[config.mk]
export PLATFORM = sky130hd
export DESIGN_NAME = eae_unit
export DESIGN_NICKNAME = d
export VERILOG_FILES = /design/src/rtl/eae_unit_pkg.sv /design/src/rtl/eae_unit_div_step.sv /design/src/rtl/eae_unit.sv
export SDC_FILE = /design/constraint.sdc
export NUM_CORES = 1
export LEC_CHECK = 0
export ABC_AREA = 1
export CAP_MARGIN = 30
export CELL_PAD_IN_SITES_DETAIL_PLACEMENT = 0
export CELL_PAD_IN_SITES_GLOBAL_PLACEMENT = 1
export CORE_ASPECT_RATIO = 1.75
export CORE_MARGIN = 10
export CORE_UTILIZATION = 25
export CTS_BUF_LIST = sky130_fd_sc_hd__clkbuf_8
export DETAILED_ROUTE_END_ITERATION = 10
export PLACE_DENSITY_LB_ADDON = 0.1
export SLEW_MARGIN = 25
export SYNTH_ARGS = -nofsm -noshare
export SYNTH_HDL_FRONTEND = slang
export SYNTH_SLANG_ARGS = --single-unit
[constraint.sdc]
create_clock -name clock -period 3.3 [get_ports clock]
set_input_delay 0.495 -clock clock [delete_from_list [all_inputs] [get_ports clock]]
set_output_delay 0.495 -clock clock [all_outputs]
set_load 0.02 [all_outputs]
[src/rtl/eae_unit_pkg.sv]
// Shared types and constants for the extended arithmetic element (EAE).
// Word width, step count, FSM states and the packed divide working state.
package eae_unit_pkg;

    localparam int EAE_WIDTH = 12;
    localparam int EAE_STEPS = 12;

    typedef enum logic [1:0] {
        EAE_IDLE,
        EAE_MUL,
        EAE_DVI,
        EAE_DONE
    } eae_state_t;

    // Remainder carries one guard bit so the shifted compare never loses a carry.
    typedef struct packed {
        logic [EAE_WIDTH:0]   rem;
        logic [EAE_WIDTH-1:0] quo;
    } div_state_t;

endpackage

[src/rtl/eae_unit_div_step.sv]
// One restoring-division step: shift {rem, quo} left, subtract divisor if it fits.
// Purely combinational, zero latency, no flow control.
module eae_div_step
    import eae_unit_pkg::*;
(
    input  div_state_t             cur,
    input  logic [EAE_WIDTH-1:0]   divisor,
    output div_state_t             nxt
);

    logic [EAE_WIDTH+1:0] shifted;

    always_comb begin
        shifted  = {cur.rem, cur.quo[EAE_WIDTH-1]};
        nxt.rem  = shifted[EAE_WIDTH:0];
        nxt.quo  = {cur.quo[EAE_WIDTH-2:0], 1'b0};
        if (shifted >= {2'b00, divisor}) begin
            nxt.rem    = (EAE_WIDTH+1)'(shifted - {2'b00, divisor});
            nxt.quo[0] = 1'b1;
        end
    end

endmodule

[src/rtl/eae_unit.sv]
// Iterative 12-bit unsigned multiply (MUY) / restoring divide (DVI) unit.
// Start->done 13 cycles (divide overflow: 1); no backpressure, starts outside IDLE are dropped.
module eae_unit
    import eae_unit_pkg::*;
#(
    parameter int WIDTH = EAE_WIDTH
) (
    input  logic             clock,
    input  logic             reset,
    input  logic             start_mul,
    input  logic             start_dvi,
    input  logic [WIDTH-1:0] ac_in,
    input  logic [WIDTH-1:0] mq_in,
    input  logic [WIDTH-1:0] operand,
    output logic             busy,
    output logic             done,
    output logic [WIDTH-1:0] ac_mul,
    output logic [WIDTH-1:0] mq_mul,
    output logic [WIDTH-1:0] ac_dvi,
    output logic [WIDTH-1:0] mq_dvi,
    output logic             link_dvi
);

    eae_state_t       state_q, state_d;
    logic [3:0]       count_q;
    logic [WIDTH:0]   phi_q;
    logic [WIDTH-1:0] mpl_q;
    logic [WIDTH-1:0] opnd_q;
    logic [WIDTH:0]   mul_sum;
    div_state_t       div_q, div_nxt;
    logic             last_step;
    logic             dvi_ovf;

    assign last_step = (count_q == 4'(EAE_STEPS - 1));
    assign dvi_ovf   = (ac_in >= operand);
    assign mul_sum   = phi_q + (mpl_q[0] ? {1'b0, opnd_q} : '0);

    eae_div_step u_div_step (
        .cur     (div_q),
        .divisor (opnd_q),
        .nxt     (div_nxt)
    );

    always_ff @(posedge clock) begin
        if (reset) state_q <= EAE_IDLE;
        else       state_q <= state_d;
    end

    always_comb begin
        state_d = state_q;
        case (state_q)
            EAE_IDLE: begin
                if (start_mul)      state_d = EAE_MUL;
                else if (start_dvi) state_d = dvi_ovf ? EAE_DONE : EAE_DVI;
            end
            EAE_MUL:  if (last_step) state_d = EAE_DONE;
            EAE_DVI:  if (last_step) state_d = EAE_DONE;
            EAE_DONE: state_d = EAE_IDLE;
            default:  state_d = EAE_IDLE;
        endcase
    end

    always_comb begin
        busy = (state_q == EAE_MUL) || (state_q == EAE_DVI);
        done = (state_q == EAE_DONE);
    end

    // Results load only on the step that enters DONE; everything else holds.
    always_ff @(posedge clock) begin
        if (reset) begin
            count_q  <= '0;
            phi_q    <= '0;
            mpl_q    <= '0;
            opnd_q   <= '0;
            div_q    <= '0;
            ac_mul   <= '0;
            mq_mul   <= '0;
            ac_dvi   <= '0;
            mq_dvi   <= '0;
            link_dvi <= 1'b0;
        end else begin
            case (state_q)
                EAE_IDLE: begin
                    if (start_mul) begin
                        mpl_q   <= mq_in;
                        opnd_q  <= operand;
                        phi_q   <= '0;
                        count_q <= '0;
                    end else if (start_dvi) begin
                        if (dvi_ovf) begin
                            ac_dvi   <= ac_in;
                            mq_dvi   <= mq_in;
                            link_dvi <= 1'b1;
                        end else begin
                            div_q   <= '{rem: {1'b0, ac_in}, quo: mq_in};
                            opnd_q  <= operand;
                            count_q <= '0;
                        end
                    end
                end
                EAE_MUL: begin
                    phi_q   <= {1'b0, mul_sum[WIDTH:1]};
                    mpl_q   <= {mul_sum[0], mpl_q[WIDTH-1:1]};
                    count_q <= count_q + 4'd1;
                    if (last_step) begin
                        ac_mul <= mul_sum[WIDTH:1];
                        mq_mul <= {mul_sum[0], mpl_q[WIDTH-1:1]};
                    end
                end
                EAE_DVI: begin
                    div_q   <= div_nxt;
                    count_q <= count_q + 4'd1;
                    if (last_step) begin
                        ac_dvi   <= div_nxt.rem[WIDTH-1:0];
                        mq_dvi   <= div_nxt.quo;
                        link_dvi <= 1'b0;
                    end
                end
                default: ;
            endcase
        end
    end

endmodule
* After elaboration in Yosys (flattened, before gate mapping) *
Cells that the tools add are included.

word-level totals
  register bits = 117
  bits of input ports = 40
  output and inout bits = 51
  word-level logic and storage cells = 83

cells by class
  add/subtract/negate cells = 3
  $lt $le $gt $ge = 2
  equality and inequality tests = 14
  muxes and demuxes = 38
  reduce and logical (&&, ||, !) cells = 14

operator list
  kind                                                            number
  12-bit two-way mux                                              13
  25-bit two-way mux                                              3
  12-bit case mux with 2 select lines                             3
  25-bit case mux with 2 select lines                             1
  13-bit two-way mux                                              2
  13-bit case mux with 2 select lines                             1
  14-bit by 12-bit greater-or-equal comparator with 1-bit output  1
  2-bit != test, second input constant                            7
  13-bit by 12-bit adder with 13-bit output                       1
  13-bit by 12-bit subtractor with 13-bit output                  1
  12-bit greater-or-equal comparator                              1
  4-bit two-way mux                                               3
  4-bit case mux with 2 select lines                              1
  2-bit nonzero test                                              4
  1-bit two-way mux                                               6
  2-bit two-way mux                                               3
  3-bit != test, second input constant                            2
  2-bit case mux with 3 select lines                              1
  2-bit AND reduction                                             3
  3-bit AND reduction                                             2
  5-bit AND reduction                                             1
  4-bit by 1-bit adder with 4-bit output, second input constant   1
  2-bit equality test, second input constant                      2
  4-bit equality test, second input constant                      1
  other kinds (7)                                                 7

* Longest topological paths before layout *
Gate-level depths: netlist of the first run.

  depth in word-level cells = 5
  depth in mapped cells = 16
  mapped depth without buffers = 16

* Hierarchy *
A second synthesis of the first run with hierarchy kept.

unflattened totals
  cell total of the unflattened synthesis = 1105
  area, all modules = 7201.9 um^2

by module, submodules not included
  module        times used  cells each  area each (um^2)
  eae_unit      1           885         6097.1
  eae_div_step  1           220         1104.8

* Least setup slack after synthesis of the first run *
OpenSTA, ideal clock, no wires.

  kind = reg-to-reg
  start = reg mpl_q[0]
  end = reg ac_mul[4]
  setup time = 116 ps
  arrival time = 1945 ps
  setup slack = 1239 ps
  cell stages (with the launch flop) = 13
  path buffers = 1
  clock period less this slack = 2061 ps
  cells stage by stage = dfxtp_1 > clkbuf_1 > nand2_1 > inv_1 > ha_1 > a21oi_1 > o21ai_0 > a21o_1 > or2_2 > nand2_1 > nand2_1 > o211ai_1 > inv_1

on the way
  longest elaborated chain between the ends = 2

ends and longest elaborated chain
  item                                       line             text
  start: declaration                         eae_unit.sv:27   logic [WIDTH-1:0] mpl_q;
  start signal: assignment                   eae_unit.sv:85   mpl_q <= mq_in;
  start signal: assignment                   eae_unit.sv:103  mpl_q <= {mul_sum[0], mpl_q[WIDTH-1:1]};
  12-bit two-way mux                         eae_unit.sv:36   assign mul_sum = phi_q + (mpl_q[0] ? {1'b0, opnd_q} : '0);
  13-bit by 12-bit adder with 13-bit output  eae_unit.sv:36
  end signal: assignment                     eae_unit.sv:106  ac_mul <= mul_sum[WIDTH:1];
  end: declaration                           eae_unit.sv:17   output logic [WIDTH-1:0] ac_mul,

Every way passes these cells.
A chain may end at the register's enable or synchronous reset.

* Worst setup path after layout of the first run *
  start = reg opnd_q[0]
  end = reg ac_dvi[5]

on the way
  longest elaborated chain between the ends = 4
  elaborated cells on any way between the ends = 5

ends and longest elaborated chain
  item                                                                                                                              line                                              text
  start: declaration                                                                                                                eae_unit.sv:28                                    logic [WIDTH-1:0] opnd_q;
  start signal: assignment                                                                                                          eae_unit.sv:86                                    opnd_q <= operand;
  start signal: assignment                                                                                                          eae_unit.sv:96                                    opnd_q <= operand;
  13-bit by 12-bit subtractor with 13-bit output or 14-bit by 12-bit greater-or-equal comparator with 1-bit output (tied branches)  eae_unit_div_step.sv:18, eae_unit_div_step.sv:17
  13-bit two-way mux *                                                                                                              eae_unit_div_step.sv:17                           if (shifted >= {2'b00, divisor}) begin
  12-bit two-way mux *                                                                                                              eae_unit.sv:113                                   if (last_step) begin
  12-bit case mux with 2 select lines *                                                                                             eae_unit.sv:82                                    case (state_q)
  end signal: assignment                                                                                                            eae_unit.sv:91                                    ac_dvi <= ac_in;
  end signal: assignment                                                                                                            eae_unit.sv:114                                   ac_dvi <= div_nxt.rem[WIDTH-1:0];
  end: declaration                                                                                                                  eae_unit.sv:19                                    output logic [WIDTH-1:0] ac_dvi,

Every way passes the cells marked *; elsewhere a longest branch is shown, timed or not. The select of a mux whose other input is x is not followed.

==> results of run 1 <==
## cell usage in the layout, fill, tap and decap left out, types with 2 or more instances in the layout
master	n
sky130_fd_sc_hd__xor2_1	6
sky130_fd_sc_hd__clkinv_2	3
sky130_fd_sc_hd__a31oi_1	15
sky130_fd_sc_hd__a21o_1	2
sky130_fd_sc_hd__a21oi_1	65
sky130_fd_sc_hd__nand3_1	54
sky130_fd_sc_hd__or2_2	6
sky130_fd_sc_hd__nor2_2	3
sky130_fd_sc_hd__nand2_2	5
sky130_fd_sc_hd__o21bai_1	7
sky130_fd_sc_hd__xnor2_1	2
sky130_fd_sc_hd__nand3_2	6
sky130_fd_sc_hd__bufinv_16	2
sky130_fd_sc_hd__o21ai_0	72
sky130_fd_sc_hd__inv_2	4
sky130_fd_sc_hd__buf_4	13
sky130_fd_sc_hd__nand2_1	280
sky130_fd_sc_hd__ha_1	41
sky130_fd_sc_hd__clkinvlp_4	4
sky130_fd_sc_hd__dfxtp_1	116
sky130_fd_sc_hd__o21ai_1	2
sky130_fd_sc_hd__nand4_1	26
sky130_fd_sc_hd__inv_1	127
sky130_fd_sc_hd__clkbuf_8	18
sky130_fd_sc_hd__fa_1	2
sky130_fd_sc_hd__nor2_1	121
sky130_fd_sc_hd__clkdlybuf4s50_1	90
sky130_fd_sc_hd__o211ai_1	7
## final cells by class
type                       instances  area (µm²)  area share (%)
sequential                       116        2320            28.1
clock buffer                      18         248            3.00
antenna                            1        2.50          0.0303
inverter                         128         483            5.84
timing repair buffer             103         998            12.1
clock inverter                    14         124            1.50
multi-input combinational        730        3680            44.6
tap                              324         405            4.90
## worst max-delay path, stage by stage (launching register included)
cell and delay (ns):
sky130_fd_sc_hd__dfxtp_1 0.42, sky130_fd_sc_hd__ha_1 0.25, sky130_fd_sc_hd__inv_1 0.11, sky130_fd_sc_hd__fa_1 0.46
sky130_fd_sc_hd__nand3_2 0.13, sky130_fd_sc_hd__nand3_2 0.09, sky130_fd_sc_hd__nand2_2 0.20, sky130_fd_sc_hd__nand2_2 0.25
sky130_fd_sc_hd__nand3_1 0.16, sky130_fd_sc_hd__nand3_1 0.16, sky130_fd_sc_hd__nor2_1 0.20, sky130_fd_sc_hd__nor2_1 0.06
## power breakdown
group | leakage [nW] | switching [mW] | internal, mW
registers | 0.949 | 0.348 | 1.79
logic | 2.70 | 2.68 | 1.30
clock network | 0.197 | 0.635 | 0.671
## sequential cells by signal (all words and copies together) (netlist names)
signal    cells
div_q        25
ac_dvi       12
ac_mul       12
mpl_q        12
mq_dvi       12
mq_mul       12
opnd_q       12
phi_q        12
count_q       4
state_q       2
link_dvi      1
## metal layers
layer	GRT usage, %	vias to the layer above	routed length (µm)
met4	6.64	0	796
met3	2.22	34	571
met5	0	-	0
met1	14.2	3005	9230
li1	-	3431	-
met2	27.9	101	13800
## final timing paths
path	start	end	slack, ns	depth (start not counted)
worst max-delay path	opnd_q[0]$_SDFFE_PP0P_	ac_dvi[5]$_SDFFE_PP0P_	0.70	11
worst min-delay path	mq_mul[11]$_SDFFE_PP0P_	mq_mul[11]$_SDFFE_PP0P_	0.46	2
worst max register to register	opnd_q[0]$_SDFFE_PP0P_	ac_dvi[5]$_SDFFE_PP0P_	0.70	11
worst min register to register	mq_mul[11]$_SDFFE_PP0P_	mq_mul[11]$_SDFFE_PP0P_	0.46	2
## cells by family (layout without fill, tap and decap cells)
group,Yosys count,in the layout,synth area share (%)
AO/OA/AOI/OAI,173,173,13.8
XOR/XNOR,8,8,1.04
adder cells (fa/ha/maj),43,43,8.18
buffers and inverters,169,263,11.2
flip-flops,116,116,34.3
other,0,1,0
AND/OR/NAND/NOR,506,506,31.4
==> results.rst, run 1 <==
.. list-table::
   :header-rows: 1

   * - Metric
     - Value
   * - Postcts setup bufs
     - 0
   * - Register clock-pin slew on the reported worst setup and hold paths
     - 0.09 ns
   * - Core Region
     - 26,700 µm²
   * - Final worst-path setup slack
     - 0.699 ns
   * - Fraction of registers with async set/reset
     - 0%
   * - Count of buffers from port buffering
     - 90
   * - Post-layout utilization of the core
     - 31.0%
   * - Setup TNS
     - 0 ns
   * - Final Setup Violations
     - 0
   * - Power density over the cells
     - 898 nW/µm²
   * - Critical path required time
     - 3.65 ns
   * - Largest net degree at the start of global routing
     - 35
   * - Horizontal die dimension
     - 144 µm
   * - Number of nets with antenna violations after detailed routing
     - 0
   * - Capturing element type of the critical path
     - register
   * - Root Buffer Master
     - sky130_fd_sc_hd__clkbuf_8
   * - Number of detailed-routing iterations run before antenna repair
     - 5
   * - Leading post-synthesis cells by instance count
     - sky130_fd_sc_hd__nand2_1 (280), sky130_fd_sc_hd__inv_1 (122), sky130_fd_sc_hd__nor2_1 (122)
   * - TritonCTS clock tree
     - yes
   * - Maximum clock insertion buffer count
     - 2
   * - Hold-fix buffers, CTS
     - 0
   * - Top flip-flop cell by instance count after synthesis
     - sky130_fd_sc_hd__dfxtp_1
   * - Synthesis Warnings
     - 0
   * - Cell type with the highest aggregate area in the netlist
     - sky130_fd_sc_hd__dfxtp_1
   * - Kind of start point of the critical path
     - register
   * - Count of non-filler cells in the finished layout
     - 1,434
   * - Avg Inst Size Synth
     - 6.66 µm²
   * - Total routing resource utilization after global routing
     - 14.3%
   * - Outcome
     - complete, no violations
   * - # DRC
     - 0
   * - Worst slew pin tran
     - 0.613 ns
   * - Worst slack on hold paths
     - 0.460 ns
   * - Ports
     - 91
   * - Number of buffers created by CTS
     - 17
   * - Filler instances
     - 3,040
   * - Classification of the worst-slack hold path
     - reg2reg
   * - DP Wirelength
     - 19,400 µm
   * - Chip height
     - 238 µm
   * - Global placement routability congestion
     - 0.837
   * - Count leader, synth
     - sky130_fd_sc_hd__nand2_1
   * - GRT Residual Overflow
     - 0
   * - Clock latency reported for the late side of the worst-skew pair
     - 0.47 ns
   * - Post-detailed-route wirelength per cell
     - 17.0 µm
   * - Die footprint
     - 34,300 µm²
   * - Fmax
     - 0.384 GHz
   * - Number of gates resized after cts
     - 0
   * - Number of DRC violations after detailed-routing iteration 0
     - 268
   * - Kind of critical path
     - reg2reg
   * - Area delta synth->final
     - 22.3%
   * - Arrival time of data at the critical path endpoint
     - 2.95 ns
   * - Syn Nets
     - 1,098
   * - Cell area after synthesis
     - 6760 µm²
   * - MaxCap Viol Count
     - 0
   * - H-tree depth reported by CTS
     - 4
   * - Instance area after placement
     - 7890 µm²
   * - Setup clock skew after layout
     - 0.0181 ns
   * - Fraction of final layout cells sized beyond drive strength 1
     - 6.13%
   * - Number of flip-flops and latches in the synthesized netlist
     - 116
   * - Peak VDD IR
     - 265 µV
   * - Number of rows in the core area
     - 79
   * - Via/cell ratio
     - 4.58
   * - Share of Yosys cell area claimed by the top area cell type
     - 34.3%
   * - Leakage component of the power
     - 3.85 nW
   * - Final Cycle Share
     - 78.8%
   * - Time the final worst path needs with I/O delays and setup
     - 2.60 ns
   * - Total placed cells including tap cells
     - 1,401
   * - Routed WL
     - 24,400 µm
   * - Routed vias
     - 6,571
   * - Initial antenna violation count
     - 1
   * - Proportion of synthesized chip area in sequential cells
     - 34.3%
   * - Number of unique standard cell types used by synthesis
     - 40
   * - Via count of the first global-routing pass
     - 6,636
   * - Initial cell density of the core
     - 25.3%
   * - Largest cells by area after synthesis
     - sky130_fd_sc_hd__dfxtp_1 (34%), sky130_fd_sc_hd__nand2_1 (16%), sky130_fd_sc_hd__ha_1 (7.6%), sky130_fd_sc_hd__inv_1 (6.8%), sky130_fd_sc_hd__nor2_1 (6.8%)
   * - Final Hold Violating Endpoints
     - 0
   * - Number of sinks handled by clock tree synthesis
     - 116
   * - Max-Slew Margin vs Limit
     - 59.1%
   * - Number of cells produced by synthesis
     - 1,015
   * - Overall power of the completed layout
     - 7.42 mW
   * - Summed area of non-filler cells in the final layout
     - 8270 µm²
   * - Number of enable-type register cells in the synthesized netlist
     - 0
   * - Maximum fanout count along the critical path
     - 12
   * - Post-Place Worst Slack
     - 0.340 ns
   * - Pins Over Slew Limit
     - 0
   * - Wire length of the first global-routing pass
     - 37,200 µm
   * - Final net count
     - 1,179
   * - Unrepaired setup endpoints after global routing
     - false
Power figures use the tool's default switching activity.
==> run 2, diff against run 1 <==
==> constraint.sdc (replaced) <==
create_clock -name clock -period 2.6 [get_ports clock]
set_input_delay 0.39 -clock clock [delete_from_list [all_inputs] [get_ports clock]]
set_output_delay 0.39 -clock clock [all_outputs]
set_load 0.02 [all_outputs]
==> run 2 against run 1 <==
Power increased by 42%; fmax grew 12%; die area stayed put; via count grew 3.4%; global-route usage up 0.31 points; highest routed layer unchanged; worst hold slack better by 0.0023 ns; sequential power grew 24%; clock skew increased by 0.00092 ns; register-to-register slack worse by 0.42 ns; non-clock buffer count up 63; flip-flop and latch count did not move; cell area rose by 7.7%.
==> results.rst, run 2 (synthesis results as in run 1) <==
.. list-table::
   :header-rows: 1

   * - Metric
     - Value
   * - Count of buffers from port buffering
     - 90 (unchanged)
   * - Worst Hold Path Cells
     - 2 (unchanged)
   * - Filler instances
     - 3,020 (-0.66%)
   * - Chip height
     - 238 µm (unchanged)
   * - Kind of critical path
     - reg2reg
   * - Number of cells on the worst reg-to-reg path
     - 12 (+1)
   * - Time the final worst path needs with I/O delays and setup
     - 2.32 ns (-0.284 ns)
   * - Initial antenna violation count
     - 1 (unchanged)
   * - Outcome
     - complete, no violations
   * - Horizontal die dimension
     - 144 µm (unchanged)
   * - Number of gates resized after cts
     - 0 (unchanged)
   * - Critical path required time
     - 2.97 ns (-0.68 ns)
   * - Critical path's most frequent cell
     - sky130_fd_sc_hd__nand3_1
   * - Source of the worst hold timing path
     - mq_mul[11]$_SDFFE_PP0P_
   * - H-tree depth reported by CTS
     - 4 (unchanged)
   * - Hold-fix buffers, CTS
     - 0 (unchanged)
   * - Top register by number of flip-flops
     - div_q
   * - Unrepaired setup endpoints after global routing
     - false
   * - Number of sinks handled by clock tree synthesis
     - 116 (unchanged)
   * - Clock latency reported for the late side of the worst-skew pair
     - 0.48 ns (about the same)
   * - Leading cell types in the layout, fill and taps excluded
     - sky130_fd_sc_hd__nand2_1 (280), sky130_fd_sc_hd__inv_1 (122), sky130_fd_sc_hd__nor2_1 (121)
   * - Count of non-filler cells in the finished layout
     - 1,497 (+4.4%)
   * - Capturing element type of the critical path
     - register
   * - Fraction of final layout cells sized beyond drive strength 1
     - 11.6% (+5.5 points)
   * - Beginning of the worst register-to-register path
     - opnd_q[0]$_SDFFE_PP0P_
   * - Area delta synth->final
     - 31.7%
   * - Final net count
     - 1,242 (+5.3%)
   * - Final worst-path setup slack
     - 0.283 ns (-0.416 ns)
   * - Max-Slew Margin vs Limit
     - 63.8% (+4.7 points)
   * - Overall power of the completed layout
     - 10.5 mW (+42%)
   * - Number of nets with antenna violations after detailed routing
     - 0 (unchanged)
   * - Leakage component of the power
     - 4.21 nW (+9.4%)
   * - Routed vias
     - 6,792 (+3.4%)
   * - Pins Over Slew Limit
     - 0 (unchanged)
   * - Via count of the first global-routing pass
     - 6,924 (+4.3%)
   * - Max reg flops
     - 25 (unchanged)
   * - Maximum clock insertion buffer count
     - 2 (unchanged)
   * - Ports
     - 91 (unchanged)
   * - Series of cell instances along the critical path
     - ha_1 > inv_1 > fa_1 > buf_4 > nand3_1 > nand3_1 > xor2_1 > nand3_1 > nand3_1 > buf_4 > nor2_1 > nor2_1
   * - Logic depth of the worst setup path including buffers
     - 12 (+1)
   * - Global placement routability congestion
     - 0.822 (-1.7%)
   * - Final Hold Violating Endpoints
     - 0 (unchanged)
   * - Largest net degree at the start of global routing
     - 71 (+100%)
   * - Number of detailed-routing iterations run before antenna repair
     - 5 (unchanged)
   * - Classification of the worst-slack hold path
     - reg2reg
   * - Register clock-pin slew on the reported worst setup and hold paths
     - 0.08 ns (about the same)
   * - Leading cell type in the layout, fill and taps excluded
     - sky130_fd_sc_hd__nand2_1
   * - GRT Residual Overflow
     - 0 (unchanged)
   * - Power density over the cells
     - 1180 nW/µm² (+32%)
   * - Number of buffers created by CTS
     - 17 (unchanged)
   * - DP Wirelength
     - 19,300 µm (-0.59%)
   * - Number of rows in the core area
     - 79 (unchanged)
   * - Wire length of the first global-routing pass
     - 38,200 µm (+2.5%)
   * - Worst slew pin tran
     - 0.542 ns (-0.0709 ns)
   * - Critical path buffers and inverters
     - 3 (+2)
   * - # DRC
     - 0 (unchanged)
   * - Crit path max-delay cell type
     - sky130_fd_sc_hd__fa_1
   * - Summed area of non-filler cells in the final layout
     - 8910 µm² (+7.7%)
   * - Setup clock skew after layout
     - 0.0190 ns (+0.000922 ns)
   * - Fmax
     - 0.432 GHz (+12%)
   * - Total placed cells including tap cells
     - 1,464 (+4.5%)
   * - Post-detailed-route wirelength per cell
     - 16.3 µm (-4.1%)
   * - Root Buffer Master
     - sky130_fd_sc_hd__clkbuf_8
   * - TritonCTS clock tree
     - yes
   * - Family of cells with the greatest summed delay on the critical path
     - adder cells
   * - Peak VDD IR
     - 530 µV (+100%)
   * - Postcts setup bufs
     - 0 (unchanged)
   * - Via/cell ratio
     - 4.54 (-0.99%)
   * - Maximum fanout count along the critical path
     - 3 (-9)
   * - Worst setup path startpoint
     - opnd_q[0]$_SDFFE_PP0P_
   * - Worst slack on hold paths
     - 0.463 ns (+0.00227 ns)
   * - Instance area after placement
     - 8440 µm² (+6.9%)
   * - Post-Place Worst Slack
     - -0.197 ns (-0.537 ns)
   * - Final Setup Violations
     - 0 (unchanged)
   * - Kind of start point of the critical path
     - register
   * - Routed WL
     - 24,400 µm (+0.12%)
   * - Number of DRC violations after detailed-routing iteration 0
     - 241 (-10%)
   * - Total routing resource utilization after global routing
     - 14.6% (+0.31 points)
   * - Initial cell density of the core
     - 25.3% (unchanged)
   * - Core Region
     - 26,700 µm² (unchanged)
   * - Critical Path Max Stage Delay
     - 0.40 ns (-0.06 ns)
   * - Die footprint
     - 34,300 µm² (unchanged)
   * - Final Cycle Share
     - 89.1% (+10 points)
   * - MaxCap Viol Count
     - 0 (unchanged)
   * - Arrival time of data at the critical path endpoint
     - 2.68 ns (-0.27 ns)
[run 2: cell types whose count changed in the layout (fill, tap and decap cells not counted), sizes merged]
cell / change
bufinv: +3
buf: +63
clkbuf: -1
clkinvlp: -2
inv: -2
clkinv: +2
[run 2: final cells by class]
| class | count | area [µm²] | share of cell area [%] |
|---|---|---|---|
| Tap cell | 324 | 405 | 4.55 |
| Clock buffer | 17 | 234 | 2.63 |
| Multi-Input combinational cell | 730 | 3680 | 41.4 |
| Sequential cell | 116 | 2320 | 26.1 |
| Clock inverter | 15 | 228 | 2.56 |
| Antenna cell | 1 | 2.50 | 0.0281 |
| Inverter | 128 | 483 | 5.42 |
| Timing Repair Buffer | 166 | 1550 | 17.4 |
[run 2: final timing paths]
kind | end | slack [ns]
max | ac_dvi[4]$_SDFFE_PP0P_ | 0.28
min | mq_mul[11]$_SDFFE_PP0P_ | 0.46
max reg2reg | ac_dvi[4]$_SDFFE_PP0P_ | 0.28
min reg2reg | mq_mul[11]$_SDFFE_PP0P_ | 0.46
[run 2: through the flow]
step                      util [%]  setup TNS (ns)
after global placement        31.6           -7.68
after global routing          33.4               0
after detailed placement      31.6           -8.00
after floorplan                  -               0
after CTS                     33.4               0
final                         33.4               0
[run 2: power by group]
group          leakage (nW)  internal [mW]  switching [mW]
sequential            0.949           2.28           0.375
clock                 0.227           1.15           0.864
combinational          3.04           2.27            3.61
total                  4.21           5.69            4.85
[run 2: tightest hold or removal path, cell delays in order (launching register included)]
cell	delay (ns)
sky130_fd_sc_hd__dfxtp_1	0.31
sky130_fd_sc_hd__nand2_1	0.06
sky130_fd_sc_hd__a21oi_1	0.05
[run 2: routing by layer]
metal / up-vias / share of wire, % / GRT usage (%) / wire length, µm
li1: 3561 / - / - / -
met1: 3095 / 38 / 14.8 / 9410
met2: 108 / 55 / 27.5 / 13400
met3: 28 / 2.5 / 2.58 / 602
met4: 0 / 4.1 / 7.56 / 996
met5: - / 0 / 0 / 0
